[src/rtl/rng_fill_if.sv]
// rng_fill_if: control, request and status bundle between a fill requester,
//   the RNG RAM write port and rng_fill_ctrl.
// Latency: none (wires only). Backpressure: request side is one-outstanding, ack-paced.
// Ports: master = the fill controller, slave = the environment (requester + RAM).
interface rng_fill_if;
  logic       start_i;    // fill request
  logic       abort_i;    // cancel fill in progress
  logic [8:0] base_i;     // first RAM word address
  logic [9:0] len_i;      // words to fill (clamped to 512)
  logic       we_rng_o;   // one-cycle write request
  logic [8:0] addr_rng_o; // address of the current request
  logic       ack_rng_i;  // one-cycle completion pulse from the RAM
  logic       busy_o;     // fill in progress
  logic       done_o;     // one-cycle normal-completion pulse
  logic       err_o;      // sticky timeout flag
  logic [9:0] count_o;    // words acknowledged since last accepted start

  modport master (
    input  start_i, abort_i, base_i, len_i, ack_rng_i,
    output we_rng_o, addr_rng_o, busy_o, done_o, err_o, count_o
  );

  modport slave (
    output start_i, abort_i, base_i, len_i, ack_rng_i,
    input  we_rng_o, addr_rng_o, busy_o, done_o, err_o, count_o
  );
endinterface

[src/rtl/rng_fill_ctrl.sv]
// rng_fill_ctrl: fills a run of RNG RAM words, one write request at a time, with per-word ack timeout.
// Latency: first request one cycle after an accepted start; one word per 2 cycles at best.
// Backpressure: a single outstanding request; the next is issued only after the RAM acks.
// Ports: clk_i, rst_ni (async active-low); bus (rng_fill_if.master) carries start/abort/base/len
//   in, we/addr requests out, ack in, and busy/done/err/count status out.
module rng_fill_ctrl #(
  parameter int unsigned TIMEOUT_CYC = 255
) (
  input  logic         clk_i,
  input  logic         rst_ni,
  rng_fill_if.master   bus
);

  typedef enum logic [2:0] {
    S_IDLE,
    S_ISSUE,
    S_WAIT,
    S_DONE,
    S_ERR
  } state_t;

  // Timer value seen during the last permitted WAIT cycle: TIMEOUT_CYC WAIT
  // cycles elapse without an ack before the move to ERR.
  localparam logic [9:0] TIMER_LAST = 10'(TIMEOUT_CYC - 1);
  localparam logic [9:0] LEN_MAX    = 10'd512;

  state_t     state_q, state_d;
  logic [8:0] addr_q,  addr_d;
  logic [9:0] len_q,   len_d;
  logic [9:0] count_q, count_d;
  logic [9:0] timer_q, timer_d;

  logic [9:0] len_clamped;
  logic [9:0] count_inc;

  assign len_clamped = (bus.len_i > LEN_MAX) ? LEN_MAX : bus.len_i;
  assign count_inc   = count_q + 10'd1;

  always_ff @(posedge clk_i or negedge rst_ni) begin
    if (!rst_ni) begin
      state_q <= S_IDLE;
      addr_q  <= '0;
      len_q   <= '0;
      count_q <= '0;
      timer_q <= '0;
    end else begin
      state_q <= state_d;
      addr_q  <= addr_d;
      len_q   <= len_d;
      count_q <= count_d;
      timer_q <= timer_d;
    end
  end

  always_comb begin
    state_d = state_q;
    addr_d  = addr_q;
    len_d   = len_q;
    count_d = count_q;
    timer_d = timer_q;

    case (state_q)
      // ERR is IDLE with err_o raised; a new start clears it by leaving ERR.
      S_IDLE, S_ERR: begin
        if (bus.start_i) begin
          addr_d  = bus.base_i;
          len_d   = len_clamped;
          count_d = '0;
          timer_d = '0;
          state_d = (len_clamped != 10'd0) ? S_ISSUE : S_DONE;
        end
      end

      S_ISSUE: begin
        timer_d = '0;
        state_d = bus.abort_i ? S_IDLE : S_WAIT;
      end

      S_WAIT: begin
        // Abort beats ack (the ack is dropped); ack beats timeout.
        if (bus.abort_i) begin
          state_d = S_IDLE;
        end else if (bus.ack_rng_i) begin
          count_d = count_inc;
          addr_d  = addr_q + 9'd1;  // wraps 0x1FF -> 0x000
          timer_d = '0;
          state_d = (count_inc == len_q) ? S_DONE : S_ISSUE;
        end else if (timer_q == TIMER_LAST) begin
          state_d = S_ERR;
        end else begin
          timer_d = timer_q + 10'd1;
        end
      end

      S_DONE: begin
        state_d = S_IDLE;
      end

      default: begin
        state_d = S_IDLE;
      end
    endcase
  end

  // Outputs decode straight from registered state so an async reset drops them at once.
  assign bus.we_rng_o   = (state_q == S_ISSUE);
  assign bus.addr_rng_o = addr_q;
  assign bus.busy_o     = (state_q == S_ISSUE) || (state_q == S_WAIT);
  assign bus.done_o     = (state_q == S_DONE);
  assign bus.err_o      = (state_q == S_ERR);
  assign bus.count_o    = count_q;

endmodule

[src/flat_wrapper.sv]
// flat-port wrapper written by rule: the top's interface ports become plain ports
module rng_fill_ctrl_flat 
#(
  parameter int unsigned TIMEOUT_CYC = 255
)
  (clk_i, rst_ni, bus_start_i, bus_abort_i, bus_base_i, bus_len_i, bus_ack_rng_i, bus_we_rng_o, bus_addr_rng_o, bus_busy_o, bus_done_o, bus_err_o, bus_count_o);
  rng_fill_if bus_i ();
  input  logic clk_i;
  input  logic rst_ni;
  input wire logic [$bits(bus_i.start_i)-1:0] bus_start_i;
  input wire logic [$bits(bus_i.abort_i)-1:0] bus_abort_i;
  input wire logic [$bits(bus_i.base_i)-1:0] bus_base_i;
  input wire logic [$bits(bus_i.len_i)-1:0] bus_len_i;
  input wire logic [$bits(bus_i.ack_rng_i)-1:0] bus_ack_rng_i;
  output wire logic [$bits(bus_i.we_rng_o)-1:0] bus_we_rng_o;
  output wire logic [$bits(bus_i.addr_rng_o)-1:0] bus_addr_rng_o;
  output wire logic [$bits(bus_i.busy_o)-1:0] bus_busy_o;
  output wire logic [$bits(bus_i.done_o)-1:0] bus_done_o;
  output wire logic [$bits(bus_i.err_o)-1:0] bus_err_o;
  output wire logic [$bits(bus_i.count_o)-1:0] bus_count_o;
  assign bus_i.start_i = bus_start_i;
  assign bus_i.abort_i = bus_abort_i;
  assign bus_i.base_i = bus_base_i;
  assign bus_i.len_i = bus_len_i;
  assign bus_i.ack_rng_i = bus_ack_rng_i;
  assign bus_we_rng_o = bus_i.we_rng_o;
  assign bus_addr_rng_o = bus_i.addr_rng_o;
  assign bus_busy_o = bus_i.busy_o;
  assign bus_done_o = bus_i.done_o;
  assign bus_err_o = bus_i.err_o;
  assign bus_count_o = bus_i.count_o;
  rng_fill_ctrl #(.TIMEOUT_CYC(TIMEOUT_CYC)) u_core (.clk_i(clk_i), .rst_ni(rst_ni), .bus(bus_i));
endmodule
[config.mk]
export PLATFORM = sky130hd
export DESIGN_NAME = rng_fill_ctrl_flat
export DESIGN_NICKNAME = d
export VERILOG_FILES = /design/src/rtl/rng_fill_if.sv /design/src/rtl/rng_fill_ctrl.sv /design/src/flat_wrapper.sv
export SDC_FILE = /design/constraint.sdc
export NUM_CORES = 1
export LEC_CHECK = 0
export BUFFER_PORTS_ARGS = -buffer_cell sky130_fd_sc_hd__buf_4
export CORE_ASPECT_RATIO = 1.75
export CORE_MARGIN = 5
export CORE_UTILIZATION = 45
export DETAILED_ROUTE_END_ITERATION = 6
export GPL_TIMING_DRIVEN = 0
export PLACE_DENSITY = 0.67
export SLEW_MARGIN = 10
export SYNTH_ARGS = -nofsm -noshare
export SYNTH_HDL_FRONTEND = slang
export SYNTH_SLANG_ARGS = --single-unit
[constraint.sdc]
create_clock -name clk_i -period 5.79 [get_ports clk_i]
set_input_delay 0.8685 -clock clk_i [delete_from_list [all_inputs] [get_ports clk_i]]
set_output_delay 0.8685 -clock clk_i [all_outputs]
set_load 0.02 [all_outputs]
Word-level counts from Yosys, hierarchy flattened
Index checks and enable logic that the tools add are counted.
{ "word_totals": {"wordCells": 51, "out_inout_bits": 23, "register_bits": 42} }
{ "op_classes": {"eq_ne": 11, "n_lt_le_gt_ge": 1, "addsub": 3, "n_mux": 21, "reduce_logical": 10} }
{ "op_table": {"columns": ["cell", "count"], "rows": [
  ["10-bit 2-to-1 mux", 7],
  ["10-bit case mux with 3 select lines", 1],
  ["9-bit 2-to-1 mux", 3],
  ["10-bit by 1-bit adder with 10-bit output (second input constant)", 2],
  ["10-bit case mux with 2 select lines", 1],
  ["9-bit case mux with 2 select lines", 1],
  ["3-bit 2-to-1 mux", 4],
  ["10-bit equality test", 1],
  ["10-bit by 8-bit equality test with 1-bit output (second input constant)", 1],
  ["10-bit > comparator (second input constant)", 1],
  ["10-bit nonzero test", 1],
  ["9-bit by 1-bit adder with 9-bit output (second input constant)", 1],
  ["3-bit case mux with 3 select lines", 1],
  ["4-bit AND reduction", 2],
  ["3-bit by 2-bit equality test with 1-bit output (second input constant)", 2],
  ["2-bit 2-to-1 mux", 3],
  ["2-bit != test (second input constant)", 3],
  ["4-bit by 3-bit != test with 1-bit output (second input constant)", 1],
  ["2-bit AND reduction", 2],
  ["3-bit by 1-bit equality test with 1-bit output (second input constant)", 1],
  ["3-bit equality test (second input constant)", 1],
  ["3-bit zero test", 1],
  ["3-bit != test (second input constant)", 1],
  ["3-bit nonzero test", 1],
  ["other kinds (3)", 3]
]} }

Depth between registers and ports, before layout
Gate-level depths: netlist of the first run.
{ "depth": {"word_depth": 6, "depth_mapped": 8, "ltp_nobuf": 7} }

Least setup slack after synthesis of the first run
OpenSTA, ideal clock, no wires.
{ "synth_timing": {"path_type": "register -> output", "from": "reg u_core.state_q[2]", "to": "out bus_busy_o", "path_slack_ns": 3.569, "required_time_ns": 4.922, "stages_incl_launch_ff": 5, "arrival_ns": 1.352, "path_cell_list": "dfrtp_1 or3b_1 buf_2 buf_1 nand2_1"} }
{ "synth_between": {"elab_chain_len": 2, "elab_cells_between_ends": 3, "cone_classes": "2 x eq/ne; 1 x reduce/logical"} }
{ "synth_lines": {"columns": ["element", "line_no", "source"], "rows": [
  ["from (decl)", "rng_fill_ctrl.sv:27", "state_t state_q, state_d;"],
  ["from (signal assigned)", "rng_fill_ctrl.sv:47", "state_q <= state_d;"],
  ["3-bit by 1-bit equality test with 1-bit output / 3-bit by 2-bit equality test with 1-bit output (equally long branches)", "rng_fill_ctrl.sv:108", "assign bus.busy_o = (state_q == S_ISSUE) || (state_q == S_WAIT);"],
  ["1-bit logical OR *", "rng_fill_ctrl.sv:108", null],
  ["to (decl)", "flat_wrapper.sv:17", "output wire logic [$bits(bus_i.busy_o)-1:0] bus_busy_o;"]
]} }
Mark *: on every way between the ends. The rest lies on a longest branch, timed or not.

Worst setup path in the final report of the first run
Same ends and word-level chain as after synthesis.

==> flow_summary.json, run 1 <==
{
  "timing_hold_violations_final": 0,
  "hpwl_microns": 4830,
  "crit_path_max_fanout": 10,
  "power_density_nw_per_um2": 272,
  "setup-violations-final": 0,
  "startpoint_type": "register",
  "combPwrFrac_pct": 28.3,
  "clock.fmax_ghz": 0.361,
  "reg2reg_depth": 7,
  "netlist_instances": 285,
  "cts_buffers": 5,
  "synth_area_leaders": "dfrtp_1 41%, o21ai_1 3.9%, nand2_1 3.8%, xnor2_1 3.8%, o21ai_0 3.1%",
  "finalInstanceArea_sq_um": 3100,
  "dr.pass1.iters": 4,
  "worstPathRequired_ns": 4.92,
  "fin_ws_ns": 3.02,
  "rsz0062_at_grt": "no",
  "critPathCaptureType": "output port",
  "maxSlewViolCount": 0,
  "drive_gt1_share_pct": 21.5,
  "power_leakage_uw": 0.00135,
  "worstHoldPathCells": 1,
  "overflow": 0,
  "period_share_pct": 47.8,
  "clock_latency_ns": 0.30,
  "yosysWarningCount": 0,
  "synth_top_area_share_pct": 41.2,
  "clockBufferDepth": 2,
  "syn_nets": 313,
  "mostFrequentLayoutCell": "buf_4",
  "grt_max_degree": 43,
  "layout_common_cells": "47 x buf_4, 42 x dfrtp_1, 26 x nand2_1, 21 x nor2_1, 20 x o21ai_1",
  "netSwitchingPower_uw": 284,
  "synth_seq_cells": 42,
  "die_x_microns": 66.9,
  "grt_pass1_vias": 2284,
  "antenna_left": 0,
  "grt_pass1_wl_microns": 10900,
  "vias": 2272,
  "antenna_cells": 0,
  "post-route-drc-count": 0,
  "cts_repair_resize_count": 0,
  "io_buffers": 46,
  "clock-sinks": 42,
  "io_pins": 47,
  "min_period_ns": 2.77,
  "drt_first_iter_violations": 91,
  "syn2layout_area_growth_pct": 21.5,
  "wire_per_inst_microns": 15.4,
  "p_int_uw": 560,
  "worst_clock_skew_ns": 0.0105,
  "crit_type": "reg -> out",
  "ctsRootBufferMaster": "clkbuf_8",
  "seq_area_frac_synth_pct": 41.2,
  "antenna_found_initial": 0,
  "core-area_sq_um": 5540,
  "synthFlopType": "dfrtp_1",
  "finalNetCount": 366,
  "worst_pin_slew_ns": 0.816,
  "synthArstFlopShare_pct": 100,
  "synth_edf_count": 0,
  "relSlewSlack_pct": 44.7,
  "postSynthAreaPerCell_sq_um": 8.96,
  "yosysUniqueCellTypes": 53,
  "clk_pin_slew_ns": 0.08,
  "place_congestion": 0.825,
  "cts_setup_buffers": 0,
  "tritoncts": "yes",
  "arrival_ns": 1.90,
  "p_seq_share_pct": 44.3,
  "dpl_cell_area_sq_um": 2990,
  "fp.dieH_microns": 110,
  "htree_levels": 2,
  "track_usage_pct": 19.5,
  "dp_slack_ns": 3.35,
  "wirelength_microns": 6400,
  "tns_ns": 0,
  "vias_per_cell": 5.47,
  "ctsHoldBuffers": 0,
  "p_clk_share_pct": 27.4,
  "initial_core_util_pct": 46.1,
  "drv_cap": 0,
  "syn_area_sq_um": 2550,
  "status": "finished, final reports clean",
  "worstHoldPathType": "reg -> reg",
  "dieArea_sq_um": 7340,
  "ir_drop_v": 0.000228,
  "yosys.area.top_type": "dfrtp_1",
  "row_count": 36,
  "switching_share_pct": 33.6
}
==> sequential cells by signal, indices dropped and copies added, names as in the netlist <==
register	count
u_core.bus.addr_rng_o	9
u_core.bus.count_o	10
u_core.len_q	10
u_core.state_q	3
u_core.timer_q	10
==> cell type report <==
type	instances	area (sq um)
tap	76	95.1
clock buffer	5	68.8
clock inverter	3	40.0
buffer	16	77.6
inverter	9	33.8
fill	526	2440
timing repair buffer	46	345
multi-input combinational	218	1390
sequential	42	1050
==> Yosys cell counts (all sizes together), types with 5 or more instances <==
| cell type | instances |
|---|---|
| nor2 | 21 |
| clkbuf | 7 |
| o31ai | 6 |
| inv | 9 |
| xor2 | 9 |
| nor3 | 5 |
| nand2b | 10 |
| nand2 | 27 |
| nor3b | 5 |
| nand3 | 15 |
| buf | 9 |
| a21oi | 13 |
| nand4 | 9 |
| and2 | 5 |
| o21ai | 36 |
| xnor2 | 11 |
| dfrtp | 42 |
==> worst max-delay path, cell delays in order, from the launching register on <==
cell and delay, ns:
dfrtp_1 0.52, or3b_1 0.39, buf_2 0.19, buf_1 0.24
nand2_1 0.12, buf_4 0.14
==> power groups by stage <==
stage / combinational [uW] / sequential [uW] / clock, uW
3_3_place_gp: 238 / 378 / 0
3_5_place_dp: 240 / 379 / 0
6_report: 238 / 374 / 232
5_1_grt: 263 / 379 / 251
2_1_floorplan: 128 / 392 / 0
4_1_cts: 241 / 374 / 237
==> kinds of logic after synthesis <==
logic type               share of synthesized area [%]
AO/OA/AOI/OAI                                     18.1
XOR/XNOR                                          6.86
multiplexers                                      1.62
flip-flops                                        41.2
AND/OR/NAND/NOR                                   25.9
buffers and inverters                             4.36
adder cells (fa/ha/maj)                           1.96
==> routing by layer <==
layer / up-vias / global-route usage [%] / wire [microns]
li1: 1125 / - / -
met5: - / 0 / 0
met3: 14 / 3.58 / 180
met2: 40 / 35.9 / 3580
met1: 1093 / 21.4 / 2460
met4: 0 / 7.84 / 184
==> through the flow <==
step	total power, uW	hold slack, ns	cells	utilization, %
2_1_floorplan	520	0.449	285	-
3_3_place_gp	616	0.471	407	54.0
3_5_place_dp	620	0.469	407	54.0
4_1_cts	852	0.486	415	56.0
5_1_grt	893	0.501	415	56.0
6_report	844	0.484	415	56.0
==> worst paths after layout <==
path	from	endpoint	slack (ns)
setup reg to reg	u_core.timer_q[0]	u_core.state_q[1]	3.61
hold / removal	u_core.timer_q[7]	u_core.timer_q[7]	0.48
min in group asynchronous	rst_ni	u_core.bus.count_o[9]	0.56
setup / recovery	u_core.state_q[2]	bus_busy_o	3.02
hold reg to reg	u_core.timer_q[7]	u_core.timer_q[7]	0.48
max in group asynchronous	rst_ni	u_core.timer_q[9]	4.86
(Power assumes the default switching activity.)
==> run 2: changes to the inputs <==
--- a/config.mk
+++ b/config.mk
@@ -11,7 +11,7 @@
 export CORE_UTILIZATION = 45
 export DETAILED_ROUTE_END_ITERATION = 6
 export GPL_TIMING_DRIVEN = 0
-export PLACE_DENSITY = 0.67
+export PLACE_DENSITY = 0.69
 export SLEW_MARGIN = 10
 export SYNTH_ARGS = -nofsm -noshare
 export SYNTH_HDL_FRONTEND = slang
==> constraint.sdc (replaced) <==
create_clock -name clk_i -period 2.3 [get_ports clk_i]
set_input_delay 0.345 -clock clk_i [delete_from_list [all_inputs] [get_ports clk_i]]
set_output_delay 0.345 -clock clk_i [all_outputs]
set_load 0.02 [all_outputs]
==> flow_summary.json, run 2 (synthesis gave the netlist of run 1 again) <==
{
  "syn2layout_area_growth_pct": 21.7,
  "multi_input_area_sq_um": 1400,
  "worstHoldPathType": "in -> async",
  "dieArea_sq_um": 7340,
  "grt_pass1_wl_microns": 10800,
  "regArea_sq_um": 1050,
  "min_period_ns": 2.11,
  "tns_ns": 0,
  "tritoncts": "yes",
  "ctsHoldBuffers": 0,
  "setup-violations-final": 0,
  "antenna_cells": 0,
  "switching_share_pct": 33.6,
  "status": "finished, final reports clean",
  "row_count": 36,
  "arrival_ns": 2.30,
  "ctsRootBufferMaster": "clkbuf_8",
  "rsz0062_at_grt": "no",
  "fin_ws_ns": 0.194,
  "finalNetCount": 365,
  "critPathSlowestCell": "dfrtp_1",
  "netSwitchingPower_uw": 714,
  "initial_core_util_pct": 46.1,
  "ir_drop_v": 0.000544,
  "crit_path_max_fanout": 7,
  "grt_max_degree": 43,
  "track_usage_pct": 19.1,
  "antenna_found_initial": 0,
  "utilization_pct": 56.1,
  "drt_first_iter_violations": 129,
  "grt_pass1_vias": 2281,
  "post-route-drc-count": 0,
  "combPwrFrac_pct": 28.2,
  "layout_common_cells": "47 x buf_4, 42 x dfrtp_1, 26 x nand2_1, 21 x nor2_1, 20 x o21ai_1",
  "drv_cap": 0,
  "vias": 2308,
  "dp_slack_ns": 0.121,
  "fp.dieH_microns": 110,
  "cts_buffers": 5,
  "hpwl_microns": 4980,
  "r2r_slack_ns": 0.19,
  "worst_clock_skew_ns": 0.00748,
  "wirelength_microns": 6520,
  "clock_latency_ns": 0.29,
  "clk_pin_slew_ns": 0.09,
  "critPathCaptureType": "register",
  "mostFrequentLayoutCell": "buf_4",
  "relSlewSlack_pct": 62.8,
  "clock.fmax_ghz": 0.475,
  "maxSlewViolCount": 0,
  "htree_levels": 2,
  "core-area_sq_um": 5540,
  "period_share_pct": 91.6,
  "die_x_microns": 66.9,
  "p_int_uw": 1410,
  "worstPathRequired_ns": 2.49,
  "critPathMaxStageDelay_ns": 0.48,
  "startpoint_type": "register",
  "clock-sinks": 42,
  "clockBufferDepth": 2,
  "cp_cell_sequence": "ha_1 > nand3_1 > nor3_1 > o2111ai_1 > o41ai_2",
  "drive_gt1_share_pct": 21.9,
  "p_seq_share_pct": 44.4,
  "power_density_nw_per_um2": 684,
  "dr.pass1.iters": 4,
  "place_congestion": 0.848,
  "fill_cells": 528,
  "io_pins": 47,
  "worst_pin_slew_ns": 0.558,
  "timing_hold_violations_final": 0,
  "wire_per_inst_microns": 15.7,
  "overflow": 0,
  "antenna_left": 0,
  "vias_per_cell": 5.57,
  "io_buffers": 46,
  "p_clk_share_pct": 27.4,
  "crit_type": "reg -> reg",
  "power_leakage_uw": 0.00135
}
## run 2: changes by cell type in the layout (fill, tap and decap cells not counted)
| cell | previous run | this run |
|---|---|---|
| o311ai_2 | 0 | 1 |
| buf_1 | 2 | 1 |
| o311ai_1 | 1 | 0 |
## run 2: layout make-up
type	instances	share of cell area [%]
clock inverter	3	1.29
timing repair buffer	46	11.1
buffer	15	2.38
multi-input combinational	218	45.0
clock buffer	5	2.22
tap	76	3.06
sequential	42	33.8
inverter	9	1.09
## run 2: final timing paths
kind                                  startpoint                  endpoint  cells past startpoint
setup / recovery           u_core.bus.count_o[0]         u_core.state_q[1]                      5
min in group clk_i                 bus_base_i[0]  u_core.bus.addr_rng_o[0]                      3
hold / removal                            rst_ni     u_core.bus.count_o[3]                      1
max in group asynchronous                 rst_ni  u_core.bus.addr_rng_o[6]                      1
hold reg to reg                u_core.timer_q[7]         u_core.timer_q[7]                      1
setup reg to reg           u_core.bus.count_o[0]         u_core.state_q[1]                      5
## run 2: what timing repair did
| action | 4_1_cts | 5_1_grt |
|---|---|---|
| endpoints found under the setup margin | 0 | 2 |
| resized for setup | 0 | 1 |
| buffers inserted | 0 | 0 |
## run 2: critical path: cells and delay by family, from the launching register on
kind / cells / cell delay (ns)
AND/OR/NAND/NOR: 2 / 0.67
flip-flops: 1 / 0.48
adder cells (fa/ha/maj): 1 / 0.29
AO/OA/AOI/OAI: 2 / 0.57
## run 2: power by group through the flow
stage / clock network (uW) / logic, uW / registers [uW]
6_report: 581 / 599 / 943
5_1_grt: 622 / 659 / 955
4_1_cts: 600 / 605 / 941
3_5_place_dp: 0 / 604 / 955
3_3_place_gp: 0 / 597 / 951
2_1_floorplan: 0 / 322 / 987
## run 2: stage by stage
| stage | std cells | cell area [sq um] | total power, uW | hold WS [ns] |
|---|---|---|---|---|
| finish | 414 | 3110 | 2120 | 0.0288 |
| global route | 414 | 3110 | 2240 | 0.0803 |
| CTS | 415 | 3100 | 2150 | 0.0541 |
| detailed placement | 407 | 2990 | 1560 | 0.375 |
| global placement | 407 | 2990 | 1550 | 0.371 |
| floorplan | 285 | 2550 | 1310 | 0.0494 |
## run 2: layer usage
metal,part of all wire [%],global-route usage (%),up-vias,routed length (microns)
met5,0,0,-,0
met4,1.9,6.68,0,127
met3,3.2,2.76,9,206
met2,57,37.2,49,3750
met1,37,20.2,1127,2440
li1,-,-,1123,-
==> run 3: changes to the inputs <==
--- a/config.mk
+++ b/config.mk
@@ -12,6 +12,7 @@
 export DETAILED_ROUTE_END_ITERATION = 6
 export GPL_TIMING_DRIVEN = 0
 export PLACE_DENSITY = 0.69
+export SETUP_SLACK_MARGIN = 0.2
 export SLEW_MARGIN = 10
 export SYNTH_ARGS = -nofsm -noshare
 export SYNTH_HDL_FRONTEND = slang
==> flow_summary.json, run 3 (synthesis gave the netlist of run 1 again) <==
{
  "status": "finished, final reports clean",
  "track_usage_pct": 19.2,
  "finalInstanceArea_sq_um": 3190,
  "grt_max_degree": 43,
  "crit_path_max_fanout": 7,
  "overflow": 0,
  "finalNetCount": 371,
  "worstPathRequired_ns": 2.47,
  "dr.pass1.iters": 4,
  "ir_drop_v": 0.000541,
  "clk_pin_slew_ns": 0.08,
  "worstReg2RegStart": "u_core.timer_q[0]",
  "drv_cap": 0,
  "ctsHoldBuffers": 0,
  "clock_latency_ns": 0.29,
  "worst_pin_slew_ns": 0.561,
  "timing_hold_violations_final": 0,
  "row_count": 36,
  "drt_first_iter_violations": 127,
  "syn2layout_area_growth_pct": 24.9,
  "reg2reg_depth": 8,
  "dpl_cell_area_sq_um": 2990,
  "power_density_nw_per_um2": 670,
  "cts_buffers": 5,
  "antenna_left": 0,
  "critPathMaxStageDelay_ns": 0.49,
  "relSlewSlack_pct": 62.6,
  "power_leakage_uw": 0.00140,
  "maxSlewViolCount": 0,
  "htree_levels": 2,
  "worst_clock_skew_ns": 0.00694,
  "cp_cell_sequence": "inv_1 > ha_1 > or3b_4 > or4b_4 > buf_6 > nand4_1 > xor2_1 > nor2_1",
  "fp.dieH_microns": 110,
  "dieArea_sq_um": 7340,
  "startpoint_type": "register",
  "vias": 2323,
  "drive_gt1_share_pct": 25.6,
  "ctsRootBufferMaster": "clkbuf_8",
  "place_congestion": 0.848,
  "critPathSlowestCell": "or4b_4",
  "io_pins": 47,
  "clock.fmax_ghz": 0.488,
  "tritoncts": "yes",
  "wirelength_microns": 6620,
  "mostFrequentLayoutCell": "buf_4",
  "clockBufferDepth": 2,
  "r2r_slack_ns": 0.25,
  "antenna_found_initial": 0,
  "critPathCaptureType": "register",
  "rsz0062_at_grt": "yes",
  "initial_core_util_pct": 46.1,
  "tns_ns": 0,
  "setup-violations-final": 0,
  "grt_pass1_wl_microns": 10800,
  "arrival_ns": 2.22,
  "worstHoldPathType": "in -> async",
  "period_share_pct": 89.0,
  "grt_pass1_vias": 2296,
  "wire_per_inst_microns": 15.8,
  "rr_endpoint": "u_core.timer_q[9]",
  "die_x_microns": 66.9,
  "antenna_cells": 0,
  "min_period_ns": 2.05,
  "hpwl_microns": 4980,
  "clock-sinks": 42,
  "vias_per_cell": 5.53,
  "crit_type": "reg -> reg",
  "post-route-drc-count": 0,
  "io_buffers": 46,
  "layout_common_cells": "53 x buf_4, 41 x dfrtp_1, 26 x nand2_1, 21 x nor2_1, 20 x o21ai_1",
  "core-area_sq_um": 5540
}
## run 3: final cells by class
cell class / count / area, sq um
multi-input combinational: 218 / 1430
sequential: 42 / 1050
buffer: 16 / 90.1
fill: 514 / 2350
clock inverter: 3 / 40.0
tap: 76 / 95.1
clock buffer: 5 / 68.8
inverter: 9 / 33.8
timing repair buffer: 51 / 383
## run 3: worst max-delay path by stage
stage | startpoint | end | slack [ns] | cells after the start
2_1_floorplan | u_core.timer_q[0] | u_core.timer_q[5] | 0.37 | 8
4_1_cts | u_core.state_q[2] | bus_busy_o | 0.21 | 5
3_5_place_dp | u_core.timer_q[0] | u_core.state_q[1] | 0.12 | 7
6_report | u_core.timer_q[0] | u_core.timer_q[9] | 0.25 | 8
3_3_place_gp | u_core.timer_q[0] | u_core.state_q[1] | 0.13 | 7
5_1_grt | u_core.timer_q[0] | u_core.timer_q[9] | 0.14 | 8
## run 3: repair_timing
| action | CTS | global route |
|---|---|---|
| setup endpoints to repair | 2 | 17 |
| buffers inserted | 0 | 5 |
| pin swaps | 0 | 5 |
| endpoints found under the hold margin | 0 | 0 |
| gates resized for setup | 4 | 14 |
## run 3: layer usage
layer	share of wire, %	vias to the layer above	wire [microns]	GRT usage, %
li1	-	1135	-	-
met1	38	1129	2490	20.3
met2	57	50	3780	37.4
met3	3.3	9	217	2.76
met4	1.9	0	127	6.68
met5	0	-	0	0
## run 3: critical path: cells and delay by family (launching register included)
kind          cells  cell delay, ns
buf+inv           2            0.21
xor+xnor          1            0.17
simple gates      4            1.03
fa+ha+maj         1            0.12
flops             1            0.41
## run 3: where the power goes
part           internal, uW  total (uW)  switching [uW]  leakage, uW
sequential              830         942             113     0.000552
clock                   320         580             260    0.0000579
combinational           269         613             343     0.000791
total                  1420        2140             716      0.00140
## run 3: stage by stage
step / hold WS [ns] / std cells / power [uW] / util, % / setup slack [ns]
3_5_place_dp: 0.375 / 407 / 1560 / 54.0 / 0.121
3_3_place_gp: 0.371 / 407 / 1550 / 54.0 / 0.128
2_1_floorplan: 0.0494 / 285 / 1310 / - / 0.366
6_report: 0.0334 / 420 / 2140 / 57.5 / 0.252
4_1_cts: 0.0541 / 415 / 2150 / 56.3 / 0.211
5_1_grt: 0.0803 / 420 / 2250 / 57.5 / 0.145
